### config.mk
export PLATFORM = sky130hd
export DESIGN_NAME = mole_game_ctrl
export DESIGN_NICKNAME = d
export VERILOG_FILES = /design/src/rtl/mole_game_ctrl.sv
export SDC_FILE = /design/constraint.sdc
export NUM_CORES = 1
export LEC_CHECK = 0
export CAP_MARGIN = 20
export CORE_UTILIZATION = 55
export CTS_BUF_LIST = sky130_fd_sc_hd__clkbuf_16
export DETAILED_ROUTE_END_ITERATION = 12
export GPL_TIMING_DRIVEN = 1
export PLACE_DENSITY = 0.88
export SLEW_MARGIN = 20
export SYNTH_ARGS = -nofsm -noshare
export SYNTH_HDL_FRONTEND = slang
export SYNTH_SLANG_ARGS = --single-unit
### constraint.sdc
create_clock -name clk -period 2.33 [get_ports clk]
set_clock_uncertainty 0.15 [all_clocks]
set_input_delay 0.233 -clock clk [delete_from_list [all_inputs] [get_ports clk]]
set_output_delay 0.233 -clock clk [all_outputs]
set_load 0.1 [all_outputs]
### src/rtl/mole_game_ctrl.sv
// Whac-A-Mole game sequencer: drives the timer state code, spawns one LFSR-chosen
// mole at a time and keeps a saturating two-digit BCD score.
module mole_game_ctrl #(
  parameter int          MOLE_LIFE = 50_000_000,
  parameter logic [15:0] LFSR_SEED = 16'hACE1
) (
  input  logic       clk,
  input  logic       rst_n,
  input  logic       btn_start,
  input  logic       btn_conf,
  input  logic [7:0] hit,
  input  logic       timeover,
  output logic [4:0] state,
  output logic [7:0] mole,
  output logic [7:0] score
);

  localparam logic [4:0] ST_IDLE  = 5'd0;
  localparam logic [4:0] ST_SET   = 5'd1;
  localparam logic [4:0] ST_READY = 5'd2;
  localparam logic [4:0] ST_PLAY  = 5'd3;
  localparam logic [4:0] ST_OVER  = 5'd4;

  localparam int                LIFE_W    = (MOLE_LIFE > 2) ? $clog2(MOLE_LIFE) : 1;
  localparam logic [LIFE_W-1:0] LIFE_LAST = LIFE_W'(MOLE_LIFE - 1);

  logic [4:0]        r_state;
  logic [4:0]        w_next_state;
  logic [7:0]        r_mole;
  logic [7:0]        r_score;
  logic [7:0]        w_score_inc;
  logic [7:0]        w_new_mole;
  logic [15:0]       r_lfsr;
  logic              w_lfsr_fb;
  logic [LIFE_W-1:0] r_life;
  logic              r_spawn;
  logic [2:0]        w_cand;
  logic [2:0]        w_pos;
  logic              w_hit;
  logic              w_expire;
  logic              w_enter_set;

  assign state = r_state;
  assign mole  = r_mole;
  assign score = r_score;

  assign w_lfsr_fb   = r_lfsr[15] ^ r_lfsr[13] ^ r_lfsr[12] ^ r_lfsr[10];
  // Skip to the next position when the candidate is already lit, so an
  // expiring mole never reappears in the same hole.
  assign w_cand      = r_lfsr[2:0];
  assign w_pos       = r_mole[w_cand] ? (w_cand + 3'd1) : w_cand;
  assign w_new_mole  = 8'd1 << w_pos;
  assign w_hit       = (r_state == ST_PLAY) && ((hit & r_mole) != 8'd0);
  assign w_expire    = (r_life == LIFE_LAST);
  assign w_enter_set = (w_next_state == ST_SET) && (r_state != ST_SET);

  always_comb begin
    w_score_inc = r_score;
    if (r_score == 8'h99) begin
      w_score_inc = r_score;
    end else if (r_score[3:0] == 4'd9) begin
      w_score_inc = {r_score[7:4] + 4'd1, 4'd0};
    end else begin
      w_score_inc = {r_score[7:4], r_score[3:0] + 4'd1};
    end
  end

  always_comb begin
    w_next_state = ST_IDLE;
    case (r_state)
      ST_IDLE:  w_next_state = btn_start ? ST_SET : ST_IDLE;
      ST_SET:   w_next_state = btn_conf ? ST_READY : ST_SET;
      ST_READY: w_next_state = timeover ? ST_OVER : ST_PLAY;
      ST_PLAY:  w_next_state = timeover ? ST_OVER : ST_PLAY;
      ST_OVER:  w_next_state = btn_start ? ST_SET : ST_OVER;
      default:  w_next_state = ST_IDLE;
    endcase
  end

  always_ff @(posedge clk or negedge rst_n) begin
    if (!rst_n) begin
      r_state <= ST_IDLE;
      r_lfsr  <= LFSR_SEED;
      r_score <= 8'h00;
    end else begin
      r_state <= w_next_state;
      r_lfsr  <= {r_lfsr[14:0], w_lfsr_fb};
      if (w_enter_set) begin
        r_score <= 8'h00;
      end else if (w_hit) begin
        r_score <= w_score_inc;
      end
    end
  end

  // r_spawn marks a blank PLAY cycle whose end lights a fresh mole: the first
  // PLAY cycle and the cycle after every hit.
  always_ff @(posedge clk or negedge rst_n) begin
    if (!rst_n) begin
      r_mole  <= 8'h00;
      r_life  <= '0;
      r_spawn <= 1'b0;
    end else if (r_state == ST_PLAY) begin
      if (timeover) begin
        r_mole  <= 8'h00;
        r_life  <= '0;
        r_spawn <= 1'b0;
      end else if (w_hit) begin
        r_mole  <= 8'h00;
        r_life  <= '0;
        r_spawn <= 1'b1;
      end else if (r_spawn || w_expire) begin
        r_mole  <= w_new_mole;
        r_life  <= '0;
        r_spawn <= 1'b0;
      end else begin
        r_life  <= r_life + LIFE_W'(1);
      end
    end else begin
      r_mole  <= 8'h00;
      r_life  <= '0;
      r_spawn <= (r_state == ST_READY) && !timeover;
    end
  end

endmodule

==> reports/metrics.yaml, run 1 <==
cells_and_area:
  post-route-cell-area_mm2: 0.003760
  final_cells: 409
  n_fill_cell: 367
  final_core_util_pct: 72.24
  antenna_cells: 0
  area_delta_synth_final_pct: 23.71
  layout_common_cells: "dfrtp_1, nor2_1, buf_4"
  nets: 353
  drive_above_1_share_pct: 23.01
  final_common_cell: "dfrtp_1"
floorplanning:
  die_x_um: 76.34
  initial_utilization_pct: 58.39
  core_area_mm2: 0.005205
  num_rows: 26
  die-area_mm2: 0.005827
  io-pin-count: 34
  die-height_um: 76.34
clocking:
  clkSinkCount: 62
  cts_buffers: 9
  cts_tree: "done"
  cts_root_buf: "clkbuf_16"
  ctsHtreeMaxLevel: 3
  clock_tree.buffer_depth: 2
  postCtsSetupBuffers: 0
  clkTransAtPathRegs_ns: 0.05
  worstSkewPairLatency_ns: 0.32
placed_design:
  portBuffers: 31
  place.gp.congestion: 0.8248
  numPlacedInstances: 392
  hpwl_mm: 4.152
  placed_area_mm2: 0.003428
setup_path:
  critical_path.startpoint_type: "flip-flop"
  arrival_ns: 2.25
  crit_fanout: 8
  slowest_delay_ns: 0.58
  required_ns: 2.42
  end_kind: "flip-flop"
  path_cells: "or4_1 -> nor4_4 -> a21o_1 -> nand3_1 -> a21oi_1"
  crit_slowest_cell: "or4_1"
  critPathKind: "reg -> reg"
yosys:
  synth_area_mm2: 0.003039
  synth_ff_type: "dfrtp_1"
  async_reset_ff_share_pct: 100.0
  yosys_register_bits: 62
  synth_edf_count: 0
  syn_avg_cell_area_um2: 10.48
  synth_warnings: 0
  postSynthCellCount: 290
  yosysSeqAreaShare_pct: 51.38
  synth.distinct_cells: 49
route:
  post_drt_wl_per_cell_um: 15.50
  drc: 0
  via_per_inst: 5.677
  routed_wl_mm: 6.340
  dr_total_vias: 2322
  drt_iter0_drc: 137
  drtPass1Iterations: 4
  drtAntennaViolNets: 0
timing:
  setup_violations: 0
  final_hold_viol_count: 0
  relSlewSlack_pct: 65.53
  fin_crit_sh_pct: 92.51
  slew_violations: 0
  fmax_ghz: 0.4639
  period_minus_slack_ns: 2.155
  rsz0062_at_grt: "no"
  max_slew.worst_pin.slew_ns: 0.5171
power_and_ir_drop:
  seqPwrFrac_pct: 39.4
  power.leakage_nw: 1.558
  powerDensity_mw_per_mm2: 778.2
  irDropWorstVdd_mv: 0.5894
  p_comb_share_pct: 14.1
  netSwitchingPower_w: 0.0007976
  pwr-share-clk_pct: 46.5
  p_int_w: 0.002128
  swShare_pct: 27.26
run_status:
  status: "complete, no violations"
global_routing:
  grtUsageTotal_pct: 23.73
  grt_pass1_vias: 2275
  gr-total-overflow: 0
  grt_pass1_wl_mm: 10.69
  antenna_found_initial: 0
  grt_max_degree: 41
min_path:
  min_path_type: "reg -> reg"
job:
  max_cap_violations: 0
-- stage by stage --
step	setup TNS (ns)	setup slack, ns	power [W]	hold slack (ns)
floorplan	-0.02176	-0.02176	0.001461	-0.2126
global placement	0	0.1978	0.001565	0.07300
detailed placement	0	0.1256	0.001574	0.08846
CTS	0	0.1299	0.002933	0.2067
global route	0	0.04020	0.003024	0.2143
finish	0	0.1745	0.002926	0.2058
-- state kept, by name (all words and copies together), names as in the netlist --
register	count
score	8
mole	8
r_spawn	1
r_life	26
r_lfsr	16
state	3
-- power groups by stage --
stage / logic (W) / registers, W / clock network [W]
floorplan: 0.000137 / 0.00132 / 0
global placement: 0.000396 / 0.00117 / 0
detailed placement: 0.000403 / 0.00117 / 0
CTS: 0.000412 / 0.00115 / 0.00137
global route: 0.000441 / 0.00116 / 0.00143
finish: 0.000412 / 0.00115 / 0.00136
-- synth_stat cells (4+ instances only) --
cell     count  share of area (%)
dfrtp_1     54                 44
nor2_1      33                4.1
nand3_1     28                4.6
nand2_1     22                2.7
xor2_1      20                5.8
a21oi_1     11                1.8
nand4_1     11                2.3
mux2i_1      9                3.0
dfstp_2      8                6.9
inv_1        8               0.99
xnor2_1      8                2.3
ha_1         6                2.5
o21ai_0      6               0.99
a22oi_1      4               0.99
and4_1       4                1.2
nor2b_1      4               0.82
nor3_1       4               0.66
-- path summary, 6_finish.rpt --
| path | depth (start not counted) | endpoint | start | slack, ns |
|---|---|---|---|---|
| worst max register to register | 5 | mole[3] | r_life[9] | 0.17 |
| min in group asynchronous | 2 | r_life[12] | rst_n | 0.26 |
| worst min register to register | 0 | r_lfsr[15] | r_lfsr[14] | 0.21 |
| worst max-delay path | 5 | mole[3] | r_life[9] | 0.17 |
| worst min-delay path | 0 | r_lfsr[15] | r_lfsr[14] | 0.21 |
| max in group asynchronous | 3 | r_lfsr[0] | rst_n | 1.13 |
-- layout make-up --
| class | count | area [um2] | share of cell area, % |
|---|---|---|---|
| clock buffers | 9 | 225.2 | 5.990 |
| clock inverters | 7 | 81.33 | 2.163 |
| inverters | 8 | 30.03 | 0.7987 |
| multi-input cells | 211 | 1401 | 37.27 |
| flip-flops and latches | 62 | 1579 | 42.00 |
| well taps | 70 | 87.58 | 2.329 |
| repair buffers | 42 | 355.3 | 9.451 |
-- per-layer routing --
layer	share of wire, %	vias to the layer above	GRT usage, %	wire [um]
met5	0	-	0	0
met4	2.4	0	11.54	155
met3	4.6	14	5.868	292
met1	43	1133	30.99	2749
li1	-	1110	-	-
met2	50	65	37.12	3143
-- critical path: cells and delay by family, from the launching register on --
family           cells  cell delay (ns)
AO/OA/AOI/OAI        2             0.47
AND/OR/NAND/NOR      3             1.01
flip-flops           1             0.43
-- what timing repair did --
item / in CTS / in global routing
resized for setup: 0 / 3
hold buffers: 1 / 0
hold endpoints to repair: 15 / 0
setup endpoints to repair: 0 / 2
-- kinds of logic (layout without fill, tap and decap cells) --
kind of cell,after synthesis,in the layout,synth area share [%]
simple gates,130,130,23.01
flops,62,62,51.38
compound gates,32,32,6.629
xor+xnor,28,28,8.069
buf+inv,18,66,3.128
mux,13,13,5.187
fa+ha+maj,6,6,2.470
other cells,1,2,0.1234
(Power assumes the default switching activity.)
==> run 2: changes to the inputs <==
Settings changed: CORE_ASPECT_RATIO from default to 0.5, CORE_UTILIZATION 55 to 45, HOLD_SLACK_MARGIN from default to 0.02, PLACE_DENSITY 0.88 to 0.76.
==> run 2 against run 1 <==
Global-route usage fell by 3.9 points. Register-to-register slack got worse by 0.03 ns. Total power fell by 4.1%. Sequential power barely moved. Hold slack got worse by 0.0092 ns. Cell count rose by 4.2%. Sequential share of layout area rose by 0.37 points. Combinational power barely moved.
==> reports/metrics.yaml, run 2 (synthesis results as in run 1) <==
timing:
  slew_violations: 0
  rsz0062_at_grt: "no"
  final_hold_viol_count: 0
  max_slew.worst_pin.slew_ns: 0.7878
  setup_violations: 0
  period_minus_slack_ns: 2.188
  relSlewSlack_pct: 47.48
  timing.hold.ws_ns: 0.1966
  fmax_ghz: 0.4570
  fin_crit_sh_pct: 93.92
power_and_ir_drop:
  p_int_w: 0.002015
  netSwitchingPower_w: 0.0007921
  seqPwrFrac_pct: 41.3
  swShare_pct: 28.22
  pwr-share-clk_pct: 44.2
  powerDensity_mw_per_mm2: 753.1
  power_w: 0.002807
  p_comb_share_pct: 14.6
  irDropWorstVdd_mv: 0.5469
  power.leakage_nw: 1.535
floorplanning:
  core_area_mm2: 0.006281
  num_rows: 20
  die-height_um: 60.11
  io-pin-count: 34
  initial_utilization_pct: 48.39
  die-area_mm2: 0.007106
  die_x_um: 118.2
setup_path:
  path_cells: "or4b_4 -> nor4_4 -> a21o_1 -> nand3_1 -> a21oi_1"
  crit_slowest_cell: "or4b_4"
  ff2ff_setup_slack_ns: 0.14
  r2r-end: "mole[0]"
  end_kind: "flip-flop"
  critical_path.startpoint_type: "flip-flop"
  required_ns: 2.41
  reg2reg_from: "r_life[18]"
  critPathKind: "reg -> reg"
  worst-path-buf-inv: 0
  r2r_cells: 5
  cp_top_family: "simple AND/OR/NAND/NOR gates"
  crit_fanout: 8
  slowest_delay_ns: 0.57
  arrival_ns: 2.27
global_routing:
  grtUsageTotal_pct: 19.86
  grt_max_degree: 38
  grt_pass1_vias: 2238
  antenna_found_initial: 0
  grt_pass1_wl_mm: 10.62
  gr-total-overflow: 0
min_path:
  min_from: "r_lfsr[9]"
  min_path_type: "reg -> reg"
  hold_depth: 0
  whs_endpoint: "r_lfsr[10]"
cells_and_area:
  post-route-cell-area_mm2: 0.003727
  top_register: "r_life"
  drive_above_1_share_pct: 22.19
  final_common_cell: "dfrtp_1"
  reg.largest.list: "r_life: 26 flops, r_lfsr: 16 flops"
  layout_common_cells: "dfrtp_1, nor2_1, buf_4"
  final_core_util_pct: 59.34
  area_delta_synth_final_pct: 22.64
  antenna_cells: 0
  nets: 352
  largest_register_ffs: 26
route:
  drtPass1Iterations: 4
  drc: 0
  drtAntennaViolNets: 0
  post_drt_wl_per_cell_um: 14.81
  drt_iter0_drc: 144
  dr_total_vias: 2331
  routed_wl_mm: 6.310
  via_per_inst: 5.472
placed_design:
  place.gp.congestion: 0.9008
  placed_area_mm2: 0.003431
  hpwl_mm: 4.460
  portBuffers: 31
clocking:
  cts_root_buf: "clkbuf_16"
  cts_tree: "done"
  clkTransAtPathRegs_ns: 0.05
  clock_tree.buffer_depth: 2
  worstSkewPairLatency_ns: 0.32
  ctsHtreeMaxLevel: 3
  clkSinkCount: 62
  cts_buffers: 9
run_status:
  status: "complete, no violations"
job:
  max_cap_violations: 0
run 2: worst max path at each step:
| stage | from | endpoint | slack, ns | cells after the start |
|---|---|---|---|---|
| CTS | score[1] | score[6] | 0.14 | 7 |
| global placement | r_life[18] | mole[7] | 0.23 | 5 |
| finish | r_life[18] | mole[0] | 0.14 | 5 |
| floorplan | score[5] | score[6] | -0.02 | 6 |
| detailed placement | score[1] | score[6] | 0.17 | 7 |
| global route | score[1] | score[3] | 0.002 | 7 |
run 2: area by class of cell:
class	count	area, um2
Clock buffer	9	225.2
Clock inverter	7	56.30
Fill cell	491	2554
Inverter	8	30.03
Multi-Input combinational cell	211	1391
Sequential cell	62	1579
Tap cell	88	110.1
Timing Repair Buffer	41	335.3
run 2: repair_timing:
| item | CTS | global route |
|---|---|---|
| endpoints found under the hold margin | 27 | 0 |
| hold buffers | 1 | 0 |
| gates resized for setup | 0 | 1 |
| endpoints found under the setup margin | 0 | 1 |
| setup buffers | 0 | 0 |
run 2: power groups by stage:
stage,logic (W),registers (W),clock network [W]
2_1_floorplan,0.000137,0.00132,0
3_3_place_gp,0.000398,0.00117,0
3_5_place_dp,0.000405,0.00117,0
4_1_cts,0.000408,0.00116,0.00126
5_1_grt,0.000433,0.00116,0.00133
6_report,0.000409,0.00116,0.00124
run 2: routing by layer:
| metal | vias to the layer above | GRT usage (%) | wire, um |
|---|---|---|---|
| met5 | - | 0 | 0 |
| met4 | 0 | 5.861 | 58 |
| met3 | 7 | 7.156 | 230 |
| met2 | 58 | 32.77 | 3028 |
| met1 | 1160 | 24.97 | 2992 |
| li1 | 1106 | - | - |
run 2: per-stage QoR:
stage | TNS, ns | worst slack, ns | std cells
finish | 0 | 0.1416 | 426
global route | 0 | 0.002215 | 426
CTS | 0 | 0.1436 | 426
detailed placement | 0 | 0.1657 | 409
global placement | 0 | 0.2277 | 409
floorplan | -0.02176 | -0.02176 | 291
==> run 3: changes to the inputs <==
Settings changed: CTS_BUF_LIST sky130_fd_sc_hd__clkbuf_16 to default.
==> run 3 against run 2 <==
Wire length grew 0.33%. Sequential power about the same. Utilization grew 0.32 points. Non-clock buffer count is the same. Sequential share of layout area is 0.23 points lower. Combinational power is essentially flat. Count of clock-buffer cells in the layout grew 3. Clock power grew 6%. Largest power group unchanged.
==> reports/metrics.yaml, run 3 (synthesis results as in run 1) <==
cells_and_area:
  largest_register_ffs: 26
  reg.largest.list: "r_life: 26 flops, r_lfsr: 16 flops"
  final_common_cell: "dfrtp_1"
  post-route-cell-area_mm2: 0.003747
  area_delta_synth_final_pct: 23.30
  n_fill_cell: 487
  top_register: "r_life"
  multi_input_area_mm2: 0.001391
  seq_area_mm2: 0.001579
  nets: 352
  drive_above_1_share_pct: 22.78
  antenna_cells: 0
  layout_common_cells: "dfrtp_1, nor2_1, buf_4"
timing:
  period_minus_slack_ns: 2.187
  fin_crit_sh_pct: 93.88
  setup_tns_ns: 0
  max_slew.worst_pin.slew_ns: 0.7877
  relSlewSlack_pct: 47.48
  fmax_ghz: 0.4571
  final_hold_viol_count: 0
  setup_violations: 0
  timing.hold.ws_ns: 0.1966
  slew_violations: 0
  rsz0062_at_grt: "no"
  finalWorstSetupSlack_ns: 0.1425
clocking:
  worstSkewPairLatency_ns: 0.32
  ctsHtreeMaxLevel: 3
  cts_root_buf: "clkbuf_16"
  postCtsSetupBuffers: 0
  clock_tree.buffer_depth: 2
  cts_tree: "done"
  cts_buffers: 9
  clkTransAtPathRegs_ns: 0.05
  clkSinkCount: 62
placed_design:
  dpl_worst_slack_ns: 0.1657
  hpwl_mm: 4.460
  place.gp.congestion: 0.9008
  placed_area_mm2: 0.003431
  portBuffers: 31
power_and_ir_drop:
  powerDensity_mw_per_mm2: 768.5
  pwr-share-clk_pct: 45.6
  seqPwrFrac_pct: 40.2
  p_comb_share_pct: 14.2
  swShare_pct: 27.58
  irDropWorstVdd_mv: 0.5487
  power.leakage_nw: 1.543
  p_int_w: 0.002086
  netSwitchingPower_w: 0.0007942
job:
  max_cap_violations: 0
route:
  drt_iter0_drc: 134
  dr_total_vias: 2337
  post_drt_wl_per_cell_um: 14.86
  drtAntennaViolNets: 0
  via_per_inst: 5.486
  drtPass1Iterations: 4
  routed_wl_mm: 6.331
  drc: 0
global_routing:
  grtUsageTotal_pct: 20.00
  gr-total-overflow: 0
  grt_max_degree: 38
  grt_pass1_vias: 2254
  antenna_found_initial: 0
  grt_pass1_wl_mm: 10.70
floorplanning:
  io-pin-count: 34
  core_area_mm2: 0.006281
  initial_utilization_pct: 48.39
  die-area_mm2: 0.007106
  die_x_um: 118.2
  num_rows: 20
  die-height_um: 60.11
setup_path:
  end_kind: "flip-flop"
  crit_slowest_cell: "or4b_4"
  critical_path.startpoint_type: "flip-flop"
  crit_fanout: 8
  ff2ff_setup_slack_ns: 0.14
  critPathKind: "reg -> reg"
  worst-path-buf-inv: 0
  cp_top_family: "simple AND/OR/NAND/NOR gates"
  arrival_ns: 2.27
  path_cells: "or4b_4 -> nor4_4 -> a21o_1 -> nand3_1 -> a21oi_1"
  required_ns: 2.41
  slowest_delay_ns: 0.57
min_path:
  min_path_type: "reg -> reg"
run_status:
  status: "complete, no violations"
run 3: changes by cell type in the layout (fill, tap and decap cells not counted), sizes merged:
cell / change
clkbuf: +3
inv: -1
clkinv: -2
run 3: worst register-to-register path, cell delays in order (launching register included):
cell and delay [ns]:
dfrtp_1 0.45, or4b_4 0.57, nor4_4 0.31, a21o_1 0.31
nand3_1 0.13, a21oi_1 0.18
run 3: stage by stage:
step                      std cells  util, %  power [W]
final                           426    59.66   0.002880
after global routing            426    59.66   0.003001
after CTS                       426    59.58   0.002902
after detailed placement        409    54.62   0.001579
after global placement          409    54.62   0.001571
after floorplan                 291        -   0.001461
run 3: area by class of cell:
cell class                      instances  share of cell area (%)
Clock buffer                           12                   6.845
Clock inverter                          4                   1.202
Inverter                                8                  0.8013
Multi-Input combinational cell        211                   37.13
Sequential cell                        62                   42.14
Tap cell                               88                   2.938
Timing Repair Buffer                   41                   8.948
run 3: power groups by stage:
| stage | clock [W] | sequential (W) | combinational, W |
|---|---|---|---|
| global placement | 0 | 0.00117 | 0.000398 |
| finish | 0.00131 | 0.00116 | 0.000408 |
| detailed placement | 0 | 0.00117 | 0.000405 |
| CTS | 0.00134 | 0.00116 | 0.000408 |
| global route | 0.00141 | 0.00116 | 0.000433 |
| floorplan | 0 | 0.00132 | 0.000137 |
run 3: repair_timing:
item	4_1_cts	5_1_grt
endpoints found under the hold margin	27	0
hold buffers	1	0
resized for setup	0	1
setup endpoints to repair	0	1
run 3: worst paths after layout:
path / from / end / cells after the start
worst max-delay path: r_life[18] / mole[0] / 5
worst min-delay path: r_lfsr[9] / r_lfsr[10] / 0
worst max register to register: r_life[18] / mole[0] / 5
worst min register to register: r_lfsr[9] / r_lfsr[10] / 0
max in group asynchronous: rst_n / r_life[17] / 3
min in group asynchronous: rst_n / score[4] / 2
run 3: per-layer routing:
| metal | GRT usage, % | wire length (um) | vias up | part of all wire (%) |
|---|---|---|---|---|
| li1 | - | - | 1106 | - |
| met1 | 24.97 | 3004 | 1173 | 47 |
| met2 | 33.28 | 3048 | 52 | 48 |
| met3 | 7.156 | 212 | 6 | 3.3 |
| met4 | 5.861 | 65 | 0 | 1.0 |
| met5 | 0 | 0 | - | 0 |
